<file path="src/rtl/alu_defs.vh">
// Shared opcode and state encodings for the ALU / multiply-divide block.
// Wrapped in a package behind an include guard, so every file can include
// it and then import alu_defs::*.
`ifndef ALU_DEFS_VH
`define ALU_DEFS_VH

package alu_defs;

    // Combinational ALU opcodes (ctl)
    localparam logic [3:0] CTL_AND = 4'b0000;
    localparam logic [3:0] CTL_OR  = 4'b0001;
    localparam logic [3:0] CTL_ADD = 4'b0010;
    localparam logic [3:0] CTL_SUB = 4'b0110;
    localparam logic [3:0] CTL_SLT = 4'b0111;
    localparam logic [3:0] CTL_NOR = 4'b1100;
    localparam logic [3:0] CTL_XOR = 4'b1101;

    // Multiply/divide opcodes (md_op); 3'b111 is reserved and means "none"
    localparam logic [2:0] MD_NONE  = 3'b000;
    localparam logic [2:0] MD_MULT  = 3'b001;
    localparam logic [2:0] MD_MULTU = 3'b010;
    localparam logic [2:0] MD_DIV   = 3'b011;
    localparam logic [2:0] MD_DIVU  = 3'b100;
    localparam logic [2:0] MD_MTHI  = 3'b101;
    localparam logic [2:0] MD_MTLO  = 3'b110;

    // Iterative engine states
    typedef enum logic [1:0] {
        ST_IDLE = 2'd0,
        ST_RUN  = 2'd1,
        ST_FIX  = 2'd2
    } md_state_t;

endpackage

`endif

</file>
<file path="src/rtl/muldiv_iter.sv">
// Iterative multiply/divide engine: one result bit per cycle on operand
// magnitudes, then a single FIX cycle applies signs and loads hi/lo.
// The divider is only compiled in when ALU_MULDIV_DIV_EN is defined;
// otherwise DIV/DIVU are ignored like any other no-op code.
`include "alu_defs.vh"

module muldiv_iter
    import alu_defs::*;
#(
    parameter int WIDTH = 32
) (
    input  logic             clk,
    input  logic             reset,
    input  logic             start,
    input  logic [2:0]       md_op,
    input  logic [WIDTH-1:0] a,
    input  logic [WIDTH-1:0] b,
    output logic             busy,
    output logic             done,
    output logic [WIDTH-1:0] hi,
    output logic [WIDTH-1:0] lo
);

    localparam int CW = $clog2(WIDTH) + 1;
    localparam logic [CW-1:0] LAST_STEP = CW'(WIDTH - 1);

    md_state_t state_q, state_d;
    logic [CW-1:0]    cnt_q, cnt_d;
    // p_hi/p_lo: product (mul) or remainder/quotient-shifter (div)
    logic [WIDTH-1:0] p_hi_q, p_hi_d;
    logic [WIDTH-1:0] p_lo_q, p_lo_d;
    // multiplicand magnitude (mul) or divisor magnitude (div)
    logic [WIDTH-1:0] mcand_q, mcand_d;
    // product / quotient must be negated in FIX
    logic             neg_q, neg_d;
    logic [WIDTH-1:0] hi_q, hi_d;
    logic [WIDTH-1:0] lo_q, lo_d;
    logic             done_q, done_d;
`ifdef ALU_MULDIV_DIV_EN
    logic             is_div_q, is_div_d;
    logic             neg_rem_q, neg_rem_d;
    logic             div0_q, div0_d;
    logic [WIDTH-1:0] a_q, a_d;
    logic [WIDTH:0]   div_shift;
    logic             div_ge;
`endif

    logic             accept_mul;
    logic             accept_div;
    logic             signed_op;
    logic [WIDTH:0]   mul_sum;
    logic [WIDTH-1:0] step_hi, step_lo;
    logic [2*WIDTH-1:0] prod, prod_fix;
    logic [WIDTH-1:0] res_hi, res_lo;

    // Two's-complement magnitude when the operation is signed
    function automatic logic [WIDTH-1:0] mag(input logic [WIDTH-1:0] v, input logic sgn);
        return (sgn && v[WIDTH-1]) ? -v : v;
    endfunction

    // Decode which operation (if any) is accepted on this edge
    always_comb begin
        signed_op  = (md_op == MD_MULT) || (md_op == MD_DIV);
        accept_mul = start && (state_q == ST_IDLE) &&
                     ((md_op == MD_MULT) || (md_op == MD_MULTU));
        accept_div = 1'b0;
`ifdef ALU_MULDIV_DIV_EN
        accept_div = start && (state_q == ST_IDLE) &&
                     ((md_op == MD_DIV) || (md_op == MD_DIVU));
`endif
    end

    // One iteration: shift-add multiply step or restoring divide step
    always_comb begin
        mul_sum = {1'b0, p_hi_q} + {1'b0, mcand_q};
        if (p_lo_q[0]) begin
            step_hi = mul_sum[WIDTH:1];
            step_lo = {mul_sum[0], p_lo_q[WIDTH-1:1]};
        end else begin
            step_hi = {1'b0, p_hi_q[WIDTH-1:1]};
            step_lo = {p_hi_q[0], p_lo_q[WIDTH-1:1]};
        end
`ifdef ALU_MULDIV_DIV_EN
        div_shift = {p_hi_q, p_lo_q[WIDTH-1]};
        div_ge    = (div_shift >= {1'b0, mcand_q});
        if (is_div_q) begin
            step_hi = div_ge ? WIDTH'(div_shift - {1'b0, mcand_q}) : div_shift[WIDTH-1:0];
            step_lo = {p_lo_q[WIDTH-2:0], div_ge};
        end
`endif
    end

    // Sign correction of the magnitude result, applied in FIX
    always_comb begin
        prod     = {p_hi_q, p_lo_q};
        prod_fix = neg_q ? -prod : prod;
        res_hi   = prod_fix[2*WIDTH-1:WIDTH];
        res_lo   = prod_fix[WIDTH-1:0];
`ifdef ALU_MULDIV_DIV_EN
        if (is_div_q) begin
            if (div0_q) begin
                res_hi = a_q;
                res_lo = '1;
            end else begin
                res_hi = neg_rem_q ? -p_hi_q : p_hi_q;
                res_lo = neg_q ? -p_lo_q : p_lo_q;
            end
        end
`endif
    end

    // Next-state and register-update logic of the engine FSM
    always_comb begin
        state_d = state_q;
        cnt_d   = cnt_q;
        p_hi_d  = p_hi_q;
        p_lo_d  = p_lo_q;
        mcand_d = mcand_q;
        neg_d   = neg_q;
        hi_d    = hi_q;
        lo_d    = lo_q;
        done_d  = 1'b0;
`ifdef ALU_MULDIV_DIV_EN
        is_div_d  = is_div_q;
        neg_rem_d = neg_rem_q;
        div0_d    = div0_q;
        a_d       = a_q;
`endif
        case (state_q)
            ST_IDLE: begin
                if (accept_mul) begin
                    state_d = ST_RUN;
                    cnt_d   = '0;
                    p_hi_d  = '0;
                    p_lo_d  = mag(b, signed_op);
                    mcand_d = mag(a, signed_op);
                    neg_d   = signed_op && (a[WIDTH-1] ^ b[WIDTH-1]);
`ifdef ALU_MULDIV_DIV_EN
                    is_div_d = 1'b0;
`endif
                end
`ifdef ALU_MULDIV_DIV_EN
                else if (accept_div) begin
                    state_d   = ST_RUN;
                    cnt_d     = '0;
                    p_hi_d    = '0;
                    p_lo_d    = mag(a, signed_op);
                    mcand_d   = mag(b, signed_op);
                    neg_d     = signed_op && (a[WIDTH-1] ^ b[WIDTH-1]);
                    neg_rem_d = signed_op && a[WIDTH-1];
                    div0_d    = (b == '0);
                    a_d       = a;
                    is_div_d  = 1'b1;
                end
`endif
                else if (start && (md_op == MD_MTHI)) begin
                    hi_d = a;
                end else if (start && (md_op == MD_MTLO)) begin
                    lo_d = a;
                end
            end
            ST_RUN: begin
                p_hi_d = step_hi;
                p_lo_d = step_lo;
                cnt_d  = cnt_q + CW'(1);
                if (cnt_q == LAST_STEP) begin
                    state_d = ST_FIX;
                end
            end
            ST_FIX: begin
                hi_d    = res_hi;
                lo_d    = res_lo;
                done_d  = 1'b1;
                state_d = ST_IDLE;
            end
            default: begin
                state_d = ST_IDLE;
            end
        endcase
    end

    // State register; reset aborts any operation in flight
    always_ff @(posedge clk) begin
        if (reset) begin
            state_q <= ST_IDLE;
            cnt_q   <= '0;
            p_hi_q  <= '0;
            p_lo_q  <= '0;
            mcand_q <= '0;
            neg_q   <= 1'b0;
            hi_q    <= '0;
            lo_q    <= '0;
            done_q  <= 1'b0;
`ifdef ALU_MULDIV_DIV_EN
            is_div_q  <= 1'b0;
            neg_rem_q <= 1'b0;
            div0_q    <= 1'b0;
            a_q       <= '0;
`endif
        end else begin
            state_q <= state_d;
            cnt_q   <= cnt_d;
            p_hi_q  <= p_hi_d;
            p_lo_q  <= p_lo_d;
            mcand_q <= mcand_d;
            neg_q   <= neg_d;
            hi_q    <= hi_d;
            lo_q    <= lo_d;
            done_q  <= done_d;
`ifdef ALU_MULDIV_DIV_EN
            is_div_q  <= is_div_d;
            neg_rem_q <= neg_rem_d;
            div0_q    <= div0_d;
            a_q       <= a_d;
`endif
        end
    end

    assign busy = (state_q != ST_IDLE);
    assign done = done_q;
    assign hi   = hi_q;
    assign lo   = lo_q;

endmodule

</file>
<file path="src/rtl/alu_muldiv.sv">
// Combinational ALU plus an iterative multiply/divide unit with hi/lo
// result registers. Define ALU_MULDIV_DIV_EN to build in DIV/DIVU.
`include "alu_defs.vh"

module alu_muldiv
    import alu_defs::*;
#(
    parameter int WIDTH = 32
) (
    input  logic             clk,
    input  logic             reset,
    input  logic [3:0]       ctl,
    input  logic [WIDTH-1:0] a,
    input  logic [WIDTH-1:0] b,
    input  logic [2:0]       md_op,
    input  logic             start,
    output logic [WIDTH-1:0] out,
    output logic             z,
    output logic             oflow,
    output logic [WIDTH-1:0] hi,
    output logic [WIDTH-1:0] lo,
    output logic             busy,
    output logic             done
);

    localparam int M = WIDTH - 1;

    logic [WIDTH-1:0] sum_w, diff_w, alu_res;
    logic             add_ovf, sub_ovf, slt, oflow_w;

    // Combinational ALU; slt uses the sub sign corrected by overflow
    always_comb begin
        sum_w   = a + b;
        diff_w  = a - b;
        add_ovf = (a[M] == b[M]) && (sum_w[M] != a[M]);
        sub_ovf = (a[M] != b[M]) && (diff_w[M] != a[M]);
        slt     = diff_w[M] ^ sub_ovf;
        alu_res = '0;
        oflow_w = 1'b0;
        case (ctl)
            CTL_ADD: begin
                alu_res = sum_w;
                oflow_w = add_ovf;
            end
            CTL_SUB: begin
                alu_res = diff_w;
                oflow_w = sub_ovf;
            end
            CTL_AND: alu_res = a & b;
            CTL_OR:  alu_res = a | b;
            CTL_NOR: alu_res = ~(a | b);
            CTL_XOR: alu_res = a ^ b;
            CTL_SLT: alu_res = {{(WIDTH-1){1'b0}}, slt};
            default: alu_res = '0;
        endcase
    end

    assign out   = alu_res;
    assign z     = (alu_res == '0);
    assign oflow = oflow_w;

    muldiv_iter #(
        .WIDTH (WIDTH)
    ) u_iter (
        .clk   (clk),
        .reset (reset),
        .start (start),
        .md_op (md_op),
        .a     (a),
        .b     (b),
        .busy  (busy),
        .done  (done),
        .hi    (hi),
        .lo    (lo)
    );

endmodule

</file>
<file path="config.mk">
export PLATFORM = sky130hd
export DESIGN_NAME = alu_muldiv
export DESIGN_NICKNAME = d
export VERILOG_FILES = /design/src/rtl/muldiv_iter.sv /design/src/rtl/alu_muldiv.sv
export VERILOG_INCLUDE_DIRS = /design/src /design/src/rtl
export SDC_FILE = /design/constraint.sdc
export NUM_CORES = 1
export LEC_CHECK = 0
export CORE_ASPECT_RATIO = 0.75
export CORE_MARGIN = 2
export CORE_UTILIZATION = 55
export DETAILED_ROUTE_END_ITERATION = 6
export PLACE_DENSITY = 0.78
export SYNTH_ARGS = -nofsm -noshare
export SYNTH_HDL_FRONTEND = slang
export SYNTH_SLANG_ARGS = --single-unit
export TNS_END_PERCENT = 50
</file>
<file path="constraint.sdc">
create_clock -name clk -period 15.7 [get_ports clk]
set_clock_uncertainty 0.2 [all_clocks]
set_input_delay 1.57 -clock clk [delete_from_list [all_inputs] [get_ports clk]]
set_output_delay 1.57 -clock clk [all_outputs]
set_load 0.01 [all_outputs]
</file>
==> results_tabular.tex, run 1 <==
\begin{tabular}{lr}
\hline
Metric & Value \\
\hline
\multicolumn{2}{l}{\textbf{Worst setup path}} \\
Slack of the worst reg-to-reg path & 11.18 ns \\
Number of cell instances on the worst register-to-register path & 12 \\
Critical Path Slowest Stage Cell & sky130\_fd\_sc\_hd\_\_clkdlybuf4s50\_1 \\
Launch point of the worst reg-to-reg path & u\_iter.p\_hi\_q[1] \\
FF-to-FF End & u\_iter.p\_hi\_q[30] \\
CP most frequent cell & sky130\_fd\_sc\_hd\_\_nor4\_1 \\
Type of element launching the critical path & primary input \\
CP endpoint kind & output pin \\
Highest fanout seen on the critical path & 7 \\
CP peak stage delay & roughly 0.71 ns \\
Worst path required time & 13.93 ns \\
Critical Path AT & between 8 and 9 ns \\
Setup CP Type & primary input to output pin \\
\multicolumn{2}{l}{\textbf{CTS}} \\
Clock root buffer & sky130\_fd\_sc\_hd\_\_clkbuf\_16 \\
Number of clock buffers inserted by TritonCTS & 17 \\
H-tree depth & 4 \\
Post-CTS Setup Bufs & 0 \\
CTS tree & done \\
CTS Buffer Depth & 2 \\
Sink Count & 170 \\
Clock-pin slew on the worst setup and hold paths & around 0.070 ns \\
\# hold bufs at CTS & 0 \\
CTS resizes & 0 \\
Latest clock arrival within the worst-skew pair & between 0.4 and 0.5 ns \\
\multicolumn{2}{l}{\textbf{Cells and area}} \\
Sequential standard cell area & $\sim$3400 sq um \\
Final instance area & about 19,000 sq um \\
Leading cell type in the layout, fill and taps excluded & sky130\_fd\_sc\_hd\_\_nor2\_1 \\
Top library cells by usage in the layout, fill and taps aside & 278 x sky130\_fd\_sc\_hd\_\_nor2\_1, 229 x sky130\_fd\_sc\_hd\_\_a21oi\_1, 175 x sky130\_fd\_sc\_hd\_\_nand2\_1, 172 x sky130\_fd\_sc\_hd\_\_clkdlybuf4s50\_1, 169 x sky130\_fd\_sc\_hd\_\_dfxtp\_1 \\
Final \#Nets & 2,574 \\
Layout Area Growth over Synthesis & 14.7\% \\
Filler Cell Count & around 2,700 \\
Area of the multi-input gates & approximately 12,000 sq um \\
Fraction of final layout cells with drive strength greater than 1 & under 10\% \\
\multicolumn{2}{l}{\textbf{Synthesis}} \\
Mean Syn Cell Area & between 7 and 8 sq um \\
Synthesized instance count & around 2,300 \\
Post-synth EDFFs & 0 \\
Cell area after technology mapping & around 17,000 sq um \\
Most instantiated flip-flop cell in the synthesis netlist & sky130\_fd\_sc\_hd\_\_dfxtp\_1 \\
Yosys warns & 0 \\
Share of async-settable or async-resettable flops after synthesis & 0\% \\
Cell variety after synth & 89 \\
Syn Nets & around 2,500 \\
Fraction of the yosys area taken by sequential cells & 20.4\% \\
Seq cells post-synth & between 150 and 200 \\
\multicolumn{2}{l}{\textbf{Detailed routing}} \\
DRC marker count from the first detailed-route iteration & around 3,100 \\
Total number of vias & 19,000 \\
Antenna Violating Nets Remaining & 0 \\
Sum of routed wire length over all layers & about 69,000 um \\
Ratio of routed vias to standard cells & 6.88 \\
Wirelength per Cell & roughly 25 um \\
Post-route DRC & 5 \\
Iteration count of the initial detailed-routing pass & 7 \\
\multicolumn{2}{l}{\textbf{Hold path}} \\
Number of cells on the worst hold path & 2 \\
Worst-case hold path end point & u\_iter.mcand\_q[31] \\
Class of the worst hold path & register to register \\
Launch instance of the worst min-delay path & u\_iter.mcand\_q[31] \\
\multicolumn{2}{l}{\textbf{Power}} \\
Leakage & around 7.4 nW \\
Peak supply drop & slightly below 0.08 mV \\
Overall power of the completed layout & 1.35 mW \\
Power density relative to cell area & slightly above 70 nW/um\^{}2 \\
\multicolumn{2}{l}{\textbf{Global routing}} \\
Number of global-route vias before repair & $\sim$17,000 \\
Antenna violations before repair & 3 \\
Met3 Track Usage GR & between 10\% and 20\% \\
Remaining Overflow, GRT & 0 \\
Maximum number of pins on one net before global-route repair & between 90 and 100 \\
Met2 layer usage reported by global route & 61.6\% \\
Global Route Usage Sum & between 40\% and 50\% \\
Most used routing layer in global routing & met2 \\
GR met1 Demand/Resource & between 60\% and 70\% \\
Wire length of the first global-routing pass & roughly 100,000 um \\
\multicolumn{2}{l}{\textbf{STA}} \\
Part of the cycle the worst path needs & 64.2\% \\
RSZ-0062 raised after global routing & false \\
Hold violation count in the final report & 0 \\
Setup\_tns & 0 ns \\
Final setup violating endpoints & 0 \\
Max-slew violations & 0 \\
Slew margin rel. & 10.9\% \\
Achievable clock frequency & a little under 100 MHz \\
Transition time at the pin with the least slew margin & about 1.3 ns \\
Time the worst path needs with I/O delays and setup & around 10 ns \\
\multicolumn{2}{l}{\textbf{Placement}} \\
Estimated wirelength of the detail-placed design & 52,200 um \\
IO Port Bufs & $\sim$170 \\
Gpl congestion & $\sim$1 \\
Instance area after placement & 18,600 sq um \\
\multicolumn{2}{l}{\textbf{Floorplan}} \\
Floorplan die area & 31,800 sq um \\
Effective utilization at floorplan & between 50\% and 60\% \\
Die Span X & 205 um \\
Die height & approximately 150 um \\
Area of the placeable core & 30,000 sq um \\
FP Rows & 55 \\
Count of pins on the block boundary & approximately 170 \\
\multicolumn{2}{l}{\textbf{Flow run}} \\
Max Cap Viol & 0 \\
\multicolumn{2}{l}{\textbf{Run status}} \\
Result of the run & finished, violations left \\
Violations in the final reports & DRC \\
\hline
\end{tabular}
[where the power goes]
part / switching [mW] / internal [mW]
Sequential: 0.0158 / 0.445
Clock: 0.194 / 0.240
Combinational: 0.289 / 0.165
[worst max-delay path by stage]
stage | from | depth (start not counted) | end
after floorplan | b[1] | 23 | z
after global placement | a[1] | 25 | z
after detailed placement | a[1] | 25 | z
after CTS | a[1] | 25 | z
after global routing | a[1] | 25 | z
final | a[1] | 25 | z
[final cells by class]
class	count	area share [%]
flip-flops and latches	170	17.8
clock inverters	12	0.724
diodes	2	0.0261
inverters	105	2.06
multi-input cells	1864	64.7
well taps	399	2.60
repair buffers	194	9.84
clock buffers	19	2.31
[cell usage after synthesis (6+ instances only)]
master | instances | area share, %
sky130_fd_sc_hd__a211o_1 | 7 | 0.37
sky130_fd_sc_hd__o22ai_1 | 15 | 0.56
sky130_fd_sc_hd__or2_2 | 12 | 0.45
sky130_fd_sc_hd__o21a_1 | 10 | 0.45
sky130_fd_sc_hd__nand4_1 | 14 | 0.52
sky130_fd_sc_hd__a311oi_1 | 12 | 0.63
sky130_fd_sc_hd__a221o_1 | 8 | 0.48
sky130_fd_sc_hd__a2111oi_0 | 7 | 0.37
sky130_fd_sc_hd__a21oi_1 | 229 | 6.9
sky130_fd_sc_hd__a31o_2 | 6 | 0.31
sky130_fd_sc_hd__nor2_1 | 280 | 6.3
sky130_fd_sc_hd__xor2_1 | 59 | 3.1
sky130_fd_sc_hd__a22oi_1 | 47 | 2.1
sky130_fd_sc_hd__and3_1 | 23 | 0.86
sky130_fd_sc_hd__nor4_1 | 23 | 0.86
sky130_fd_sc_hd__a22o_1 | 7 | 0.37
sky130_fd_sc_hd__o41ai_1 | 12 | 0.63
sky130_fd_sc_hd__dfxtp_1 | 170 | 20
sky130_fd_sc_hd__buf_1 | 11 | 0.25
sky130_fd_sc_hd__o21ai_0 | 108 | 3.2
sky130_fd_sc_hd__or4_1 | 17 | 0.76
sky130_fd_sc_hd__inv_1 | 104 | 2.3
sky130_fd_sc_hd__a21o_1 | 33 | 1.5
sky130_fd_sc_hd__a221oi_1 | 19 | 1.0
sky130_fd_sc_hd__nand2b_1 | 25 | 0.94
sky130_fd_sc_hd__clkbuf_1 | 131 | 2.9
sky130_fd_sc_hd__a211oi_1 | 104 | 4.7
sky130_fd_sc_hd__nor3_1 | 41 | 1.2
sky130_fd_sc_hd__ha_1 | 144 | 11
sky130_fd_sc_hd__o211ai_1 | 14 | 0.63
sky130_fd_sc_hd__or3_1 | 29 | 1.1
sky130_fd_sc_hd__nor2b_1 | 28 | 1.0
sky130_fd_sc_hd__mux2i_1 | 20 | 1.2
sky130_fd_sc_hd__nand3_1 | 48 | 1.4
sky130_fd_sc_hd__o31ai_1 | 42 | 1.9
sky130_fd_sc_hd__nand2_1 | 175 | 3.9
sky130_fd_sc_hd__a31oi_1 | 23 | 0.86
sky130_fd_sc_hd__xnor2_1 | 94 | 4.9
sky130_fd_sc_hd__a41oi_1 | 15 | 0.79
sky130_fd_sc_hd__o21bai_1 | 16 | 0.72
[metal layers]
metal	vias to the layer above	share of wire [%]
met3	186	14
met1	8973	42
met5	-	0.033
li1	8524	-
met4	4	3.1
met2	1348	41
[through the flow]
step,worst slack (ns),utilization (%),hold WS (ns),cells
floorplan,7.99,-,0.236,2287
global placement,5.82,61.9,0.252,2732
detailed placement,5.68,61.9,0.254,2732
CTS,5.65,63.9,0.264,2763
global route,5.19,63.9,0.285,2763
finish,5.62,63.9,0.268,2765
[cells by family (layout without fill, tap and decap cells)]
| family | count (synthesis) | in the layout | share of synthesized area [%] |
|---|---|---|---|
| flops | 170 | 170 | 20.4 |
| simple gates | 747 | 747 | 21.1 |
| compound gates | 793 | 793 | 32.0 |
| other cells | 0 | 2 | 0 |
| mux | 23 | 23 | 1.40 |
| fa+ha+maj | 148 | 148 | 11.3 |
| xor+xnor | 153 | 153 | 8.02 |
| buf+inv | 253 | 330 | 5.82 |
[sequential cells by signal, indices dropped and copies added, names as in the netlist]
name            count
u_iter.lo          32
u_iter.p_lo_q      32
u_iter.p_hi_q      32
u_iter.state_q      2
u_iter.cnt_q        6
u_iter.hi          32
u_iter.neg_q        1
u_iter.mcand_q     32
u_iter.done         1
[worst max-delay path, delay by kind of cell]
family,cells,cell delay [ns]
and+or+nand+nor,12,2.84
AOI/OAI and AO/OA,8,1.68
buffers and inverters,3,1.41
adders and majority gates,2,0.80
(Power assumes the default switching activity.)
==> inputs of run 2 (changes only) <==
CORE_UTILIZATION = 53   (was 55)
clock period = 8.25 ns   (was 15.7 ns; I/O delays follow)
==> run 2 against run 1 <==
- the flow now finishes without violations
- design area rose by 2.0%
- register-to-register slack got worse by 7.3 ns
- global-route usage fell by 2.0 points
- total power rose by 94%
- critical path type unchanged
- highest routed layer is now met4
==> results_tabular.tex, run 2 (synthesis results as in run 1) <==
\begin{tabular}{lr}
\hline
Metric & Value \\
\hline
\multicolumn{2}{l}{\textbf{Detailed routing}} \\
Wirelength per Cell & $\sim$25 um \\
Antenna Violating Nets Remaining & 0 \\
Post-route DRC & 0 \\
Ratio of routed vias to standard cells & 6.80 \\
Iteration count of the initial detailed-routing pass & 6 \\
DRC marker count from the first detailed-route iteration & 2,950 \\
Total number of vias & approximately 19,000 \\
Sum of routed wire length over all layers & approximately 70,000 um \\
\multicolumn{2}{l}{\textbf{Worst setup path}} \\
FF-to-FF End & u\_iter.p\_hi\_q[30] \\
Highest fanout seen on the critical path & 5 \\
Slack of the worst reg-to-reg path & 3.85 ns \\
Launch point of the worst reg-to-reg path & u\_iter.p\_hi\_q[1] \\
CP endpoint kind & output pin \\
Type of element launching the critical path & primary input \\
Critical Path Slowest Stage Cell & sky130\_fd\_sc\_hd\_\_clkdlybuf4s50\_1 \\
Setup CP Type & primary input to output pin \\
Sum of buffers and inverters on the critical path & 3 \\
Worst path required time & around 7.2 ns \\
Number of cell instances on the worst register-to-register path & 12 \\
Family with the most delay on the worst path & simple AND/OR/NAND/NOR gates \\
List of cells traversed by the critical path & clkdlybuf4s50\_1 > inv\_1 > ha\_1 > nor4\_1 > o211a\_1 > o21a\_1 > nor4\_1 > or4\_4 > a41oi\_4 > a21o\_1 > a21oi\_1 > fa\_2 > nand2\_1 > nor3\_1 > a21oi\_1 > o22ai\_1 > nor4\_1 > nand2b\_1 > or4\_4 > nor4\_4 > nand4b\_1 > nor4\_4 > and4\_1 > dlymetal6s2s\_1 \\
Cell depth of the worst setup path & 24 \\
CP most frequent cell & sky130\_fd\_sc\_hd\_\_nor4\_1 \\
Critical Path AT & 6.58 ns \\
CP peak stage delay & about 0.64 ns \\
\multicolumn{2}{l}{\textbf{Placement}} \\
Gpl congestion & 1.02 \\
Pre-CTS worst setup slack & -0.100 ns \\
Estimated wirelength of the detail-placed design & 52,200 um \\
IO Port Bufs & about 170 \\
Instance area after placement & 18,900 sq um \\
\multicolumn{2}{l}{\textbf{Cells and area}} \\
Antenna diode instance count & 0 \\
Leading cell type in the layout, fill and taps excluded & sky130\_fd\_sc\_hd\_\_nor2\_1 \\
Sequential standard cell area & 3400 sq um \\
Fraction of final layout cells with drive strength greater than 1 & approximately 6.1\% \\
Final instance area & between 15,000 and 20,000 sq um \\
Layout Area Growth over Synthesis & 17.0\% \\
Filler Cell Count & 2,822 \\
Top library cells by usage in the layout, fill and taps aside & 278 x sky130\_fd\_sc\_hd\_\_nor2\_1, 229 x sky130\_fd\_sc\_hd\_\_a21oi\_1, 175 x sky130\_fd\_sc\_hd\_\_nand2\_1, 170 x sky130\_fd\_sc\_hd\_\_clkdlybuf4s50\_1, 169 x sky130\_fd\_sc\_hd\_\_dfxtp\_1 \\
Area of the multi-input gates & roughly 12,000 sq um \\
Final \#Nets & between 2,000 and 3,000 \\
\multicolumn{2}{l}{\textbf{CTS}} \\
Latest clock arrival within the worst-skew pair & around 0.45 ns \\
H-tree depth & 4 \\
Clock-pin slew on the worst setup and hold paths & about 0.060 ns \\
Number of clock buffers inserted by TritonCTS & 17 \\
Sink Count & between 150 and 200 \\
CTS Buffer Depth & 2 \\
Post-CTS Setup Bufs & 0 \\
CTS tree & done \\
\# hold bufs at CTS & 0 \\
Clock root buffer & sky130\_fd\_sc\_hd\_\_clkbuf\_16 \\
\multicolumn{2}{l}{\textbf{Run status}} \\
Result of the run & complete, no violations \\
\multicolumn{2}{l}{\textbf{STA}} \\
Part of the cycle the worst path needs & 92.2\% \\
Transition time at the pin with the least slew margin & roughly 1.2 ns \\
Final setup violating endpoints & 0 \\
RSZ-0062 raised after global routing & false \\
Hold violation count in the final report & 0 \\
Max-slew violations & 0 \\
Achievable clock frequency & $\sim$130 MHz \\
Time the worst path needs with I/O delays and setup & 7.60 ns \\
Worst-case setup margin in the final layout & roughly 0.65 ns \\
Slew margin rel. & between 15 and 20\% \\
\multicolumn{2}{l}{\textbf{Floorplan}} \\
Die height & approximately 160 um \\
Floorplan die area & $\sim$33,000 sq um \\
Area of the placeable core & approximately 31,000 sq um \\
FP Rows & 56 \\
Die Span X & 209 um \\
Effective utilization at floorplan & a little over half \\
Count of pins on the block boundary & roughly 170 \\
\multicolumn{2}{l}{\textbf{Global routing}} \\
Antenna violations before repair & 2 \\
Number of global-route vias before repair & around 17,000 \\
Global Route Usage Sum & roughly two fifths \\
Maximum number of pins on one net before global-route repair & 94 \\
Wire length of the first global-routing pass & between 100,000 and 150,000 um \\
Remaining Overflow, GRT & 0 \\
\multicolumn{2}{l}{\textbf{Power}} \\
Leakage & 7.65 nW \\
Peak supply drop & $\sim$0.12 mV \\
Power density relative to cell area & 134 nW/um\^{}2 \\
\multicolumn{2}{l}{\textbf{Hold path}} \\
Number of cells on the worst hold path & 2 \\
Worst-case hold path end point & u\_iter.mcand\_q[0] \\
Class of the worst hold path & register to register \\
Launch instance of the worst min-delay path & u\_iter.mcand\_q[0] \\
\multicolumn{2}{l}{\textbf{Flow run}} \\
Max Cap Viol & 0 \\
\hline
\end{tabular}
[run 2: metal layers]
layer  up-vias  part of all wire, %  track usage [%]
li1       8578                    -                -
met1      9120                   44             58.0
met2      1255                   41             59.8
met3       129                   13             9.94
met4         0                  2.2             10.6
met5         -                    0                0
[run 2: final cells by class]
type                       count  share of cell area, %
inverter                     105                   2.02
clock inverter                14                  0.941
tap                          406                   2.60
timing repair buffer         229                   11.0
multi-input combinational   1864                   63.8
sequential                   170                   17.4
clock buffer                  18                   2.19
[run 2: timing repair]
action / 4_1_cts / 5_1_grt
pin swaps: 0 / 9
cloned: 0 / 0
resized for setup: 2 / 14
setup endpoints to repair: 1 / 1
[run 2: worst max path at each step]
stage | start | end | slack [ns]
floorplan | b[1] | z | 2.03
global placement | a[1] | z | 0.06
detailed placement | a[1] | z | -0.10
CTS | a[1] | z | 0.05
global route | b[9] | z | 0.35
finish | a[8] | z | 0.65
[run 2: metrics by stage]
step	total power [mW]	util, %	hold slack, ns	cells	setup TNS, ns
2_1_floorplan	1.40	-	0.236	2287	0
3_3_place_gp	1.73	60.5	0.248	2774	0
3_5_place_dp	1.73	60.5	0.259	2774	-0.100
4_1_cts	2.58	62.5	0.272	2806	0
5_1_grt	2.71	62.7	0.291	2806	0
6_report	2.62	62.7	0.276	2806	0
[run 2: worst min-delay path: cells and delay by family, from the launching register on]
kind / cells / cell delay, ns
DFF: 1 / 0.32
AOI/OAI and AO/OA: 1 / 0.06
and+or+nand+nor: 1 / 0.05
[run 2: report_power, final]
group | switching (mW) | leakage [nW] | internal [mW] | total [mW]
sequential | 0.0287 | 1.38 | 0.847 | 0.875
combinational | 0.557 | 5.98 | 0.330 | 0.887
clock | 0.374 | 0.298 | 0.484 | 0.858
==> RTL edit: new RTL, settings of run 1 <==
Register the outputs `out`, `z` and `oflow`, without a reset; this adds one clock of latency there. The other outputs are not delayed to match.
--- a/src/rtl/alu_muldiv.sv
+++ b/src/rtl/alu_muldiv.sv
@@ -55,9 +55,11 @@
         endcase
     end
 
-    assign out   = alu_res;
-    assign z     = (alu_res == '0);
-    assign oflow = oflow_w;
+    always_ff @(posedge clk) begin
+        out   <= alu_res;
+        z     <= (alu_res == '0);
+        oflow <= oflow_w;
+    end
 
     muldiv_iter #(
         .WIDTH (WIDTH)
Function: changed (Yosys sat finds a counterexample within 4 cycles, from zero or initial values and one cycle with reset high).
==> RTL edit against run 1 <==
  * The flow still finishes with violations (DRC)
  * Routed wire length is 4.6% lower
  * Area after synthesis up 3.7%
  * Largest cell class unchanged
  * Cell area rose by 5.1%
  * Sequential share of layout area is 2.5 points higher
  * Register-to-register slack worse by 590 ps
  * Critical path type is now primary input to flop
  * Worst setup slack improved by 2700 ps
  * Power grew 21%
  * Largest power group is now the clock network
  * Maximum frequency is 36% higher
  * Sequential cell count grew 34
==> RTL edit: results (changes against run 1) <==
| Metric | Value |
|---|---|
| Outcome | `finished with violations` |
| Failing checks | `DRC` |
| I/O Buffers | `173 (unchanged)` |
| Worst-Skew Late Latency | `530 ps (+80 ps)` |
| Clock buf/inv share | `0.0430 (+0.0127)` |
| Area occupied by registers | `4090 um^2 (+20%)` |
| Footprint of the multi-input gates | `12300 um^2 (-0.58%)` |
| CP Capture Point | `z$_DFF_P_` |
| DR vias/cell | `6.72 (-2.4%)` |
| CTS max path bufs | `3 (+1)` |
| CP delay by family, top | `simple AND/OR/NAND/NOR gates` |
| Largest net degree at the start of global routing | `93 (-6.1%)` |
| Clock buf count | `29 (+10)` |
| Static leakage | `7.83 nW (+5.3%)` |
| Post-synth ARST share | `0 (unchanged)` |
| Nonclk buf count | `202 (+4.1%)` |
| Slowest stage cell, crit path | `clkdlybuf4s50_1` |
| Multi-input gates | `1859 (-0.27%)` |
| Buffers inserted by post-CTS timing repair | `0 (unchanged)` |
| Worst setup path start | `a[11]` |
| Htree depth | `1 (-3)` |
| Initial antenna violation count | `0 (-3)` |
| Number of global-route vias before repair | `17400 (+0.68%)` |
| Relative slew slack | `0.170 (+0.0607)` |
| Ant diodes | `0 (-2)` |
| Post-route DRC | `20 (+15)` |
| Most used flip-flop cell after synthesis | `dfxtp_1` |
| Crit path DAT | `7650 ps (-660 ps)` |
| CTS Root Buffer Type | `clkbuf_16` |
| Top cells by count, synth | `nor2_1 (308), dfxtp_1 (204), a21oi_1 (198)` |
| FF-to-FF path depth | `11 (-1)` |
| First-pass GRT wire length | `101000 um (-3.5%)` |
| Crit Reg-Reg Endpoint | `u_iter.hi[29]$_SDFFE_PP0P_` |
| Reg2Reg Setup Slack | `10590 ps (-590 ps)` |
| CTS resizes | `0 (unchanged)` |
| Syn_nets | `2538 (+1.2%)` |
| Nets@finish | `2621 (+1.8%)` |
| Largest stage delay, worst path | `690 ps (-20 ps)` |
| GRT Util Overall | `0.385 (-0.0383)` |
| Non-clk invs | `109 (+3.8%)` |
| Signal buf overhead | `0.0966 (-0.00177)` |
| Initial DRC Count | `2637 (-16%)` |
| Worst R2R Start | `u_iter.p_lo_q[0]$_SDFFE_PP0P_` |
| Worst-path fanout max | `7 (unchanged)` |
| HPWL Detailed | `48400 um (-7.2%)` |
| Min-delay worst type | `flop to flop` |
| Max VDD drop | `0.0861 mV (+9.0%)` |
| Fillers | `2712 (+2.1%)` |
| Num CTS Buffers | `23 (+6)` |
| Share of layout cells above drive strength 1 | `0.0484 (+0.00572)` |
| Sequential share of the synthesized area | `0.236 (+0.0321)` |
| GP Congestion | `0.994 (-2.6%)` |
| Sequential cells | `204 (+20%)` |
| Area share of the largest cell type after synthesis | `0.236 (+0.0321)` |
| Yosys cell types | `85 (-4.5%)` |
| Synth area leaders | `dfxtp_1 (24%), ha_1 (10%), nor2_1 (6.7%), a21oi_1 (5.7%), xnor2_1 (4.4%)` |
| Final wirelength | `66100 um (-4.6%)` |
## RTL edit: changes by cell type after synthesis, moves of 9 or more
cell / run 1 / this run
a211oi_1: 104 / 74
a21oi_1: 229 / 198
a31oi_1: 23 / 41
a41oi_1: 15 / 4
dfxtp_1: 170 / 204
nand2_1: 175 / 156
nor2_1: 280 / 308
nor2b_1: 28 / 18
nor3_1: 41 / 53
o211ai_1: 14 / 24
o21a_1: 10 / 19
xor2_1: 59 / 50
## RTL edit: tightest hold or removal path, stage by stage (launching register included)
cell and delay [ps]:
dfxtp_1 310, nand2_1 50, a21oi_1 50
## RTL edit: how the worst min path moves through the flow
stage	start	endpoint	slack [ps]	depth (start not counted)
3_3_place_gp	u_iter.hi[0]$_SDFFE_PP0P_	u_iter.hi[0]$_SDFFE_PP0P_	240	2
2_1_floorplan	u_iter.mcand_q[30]$_SDFFE_PP0P_	u_iter.mcand_q[30]$_SDFFE_PP0P_	240	2
3_5_place_dp	u_iter.lo[17]$_SDFFE_PP0P_	u_iter.lo[17]$_SDFFE_PP0P_	250	2
6_report	u_iter.lo[17]$_SDFFE_PP0P_	u_iter.lo[17]$_SDFFE_PP0P_	260	2
4_1_cts	u_iter.lo[17]$_SDFFE_PP0P_	u_iter.lo[17]$_SDFFE_PP0P_	260	2
5_1_grt	u_iter.lo[17]$_SDFFE_PP0P_	u_iter.lo[17]$_SDFFE_PP0P_	270	2
## RTL edit: logic make-up after synthesis
kind of cell / Yosys count / share of synthesized area
buffers and inverters: 253 / 0.0555
and+or+nand+nor: 769 / 0.210
AOI/OAI and AO/OA: 785 / 0.309
muxes: 19 / 0.0113
adders and majority gates: 148 / 0.109
xor gates and xnor gates: 138 / 0.0698
DFF: 204 / 0.236
## RTL edit: metal layers
metal / global-route usage / vias up / routed length [um]
met2: 0.616 / 1174 / 29100
met1: 0.527 / 8939 / 27600
met3: 0.0565 / 164 / 6780
li1: - / 8673 / -
met4: 0.145 / 0 / 2600
met5: 0 / - / 0
## RTL edit: metrics by stage
step / std cells / setup slack [ps] / hold slack (ps) / cell area (um^2) / power, mW
detailed placement: 2780 / 7870 / 246 / 19300 / 1.00
global route: 2821 / 7850 / 267 / 20100 / 1.69
global placement: 2780 / 8130 / 244 / 19300 / 1.00
finish: 2821 / 8270 / 255 / 20100 / 1.63
CTS: 2821 / 8410 / 255 / 20100 / 1.62
floorplan: 2316 / 9720 / 236 / 17300 / 0.839
## RTL edit: report_power, final
group	internal [mW]	total (mW)	switching (mW)	leakage, nW
combinational	0.168	0.448	0.280	5.75
sequential	0.543	0.562	0.0183	1.66
clock	0.387	0.623	0.236	0.415
total	1.10	1.63	0.534	7.83
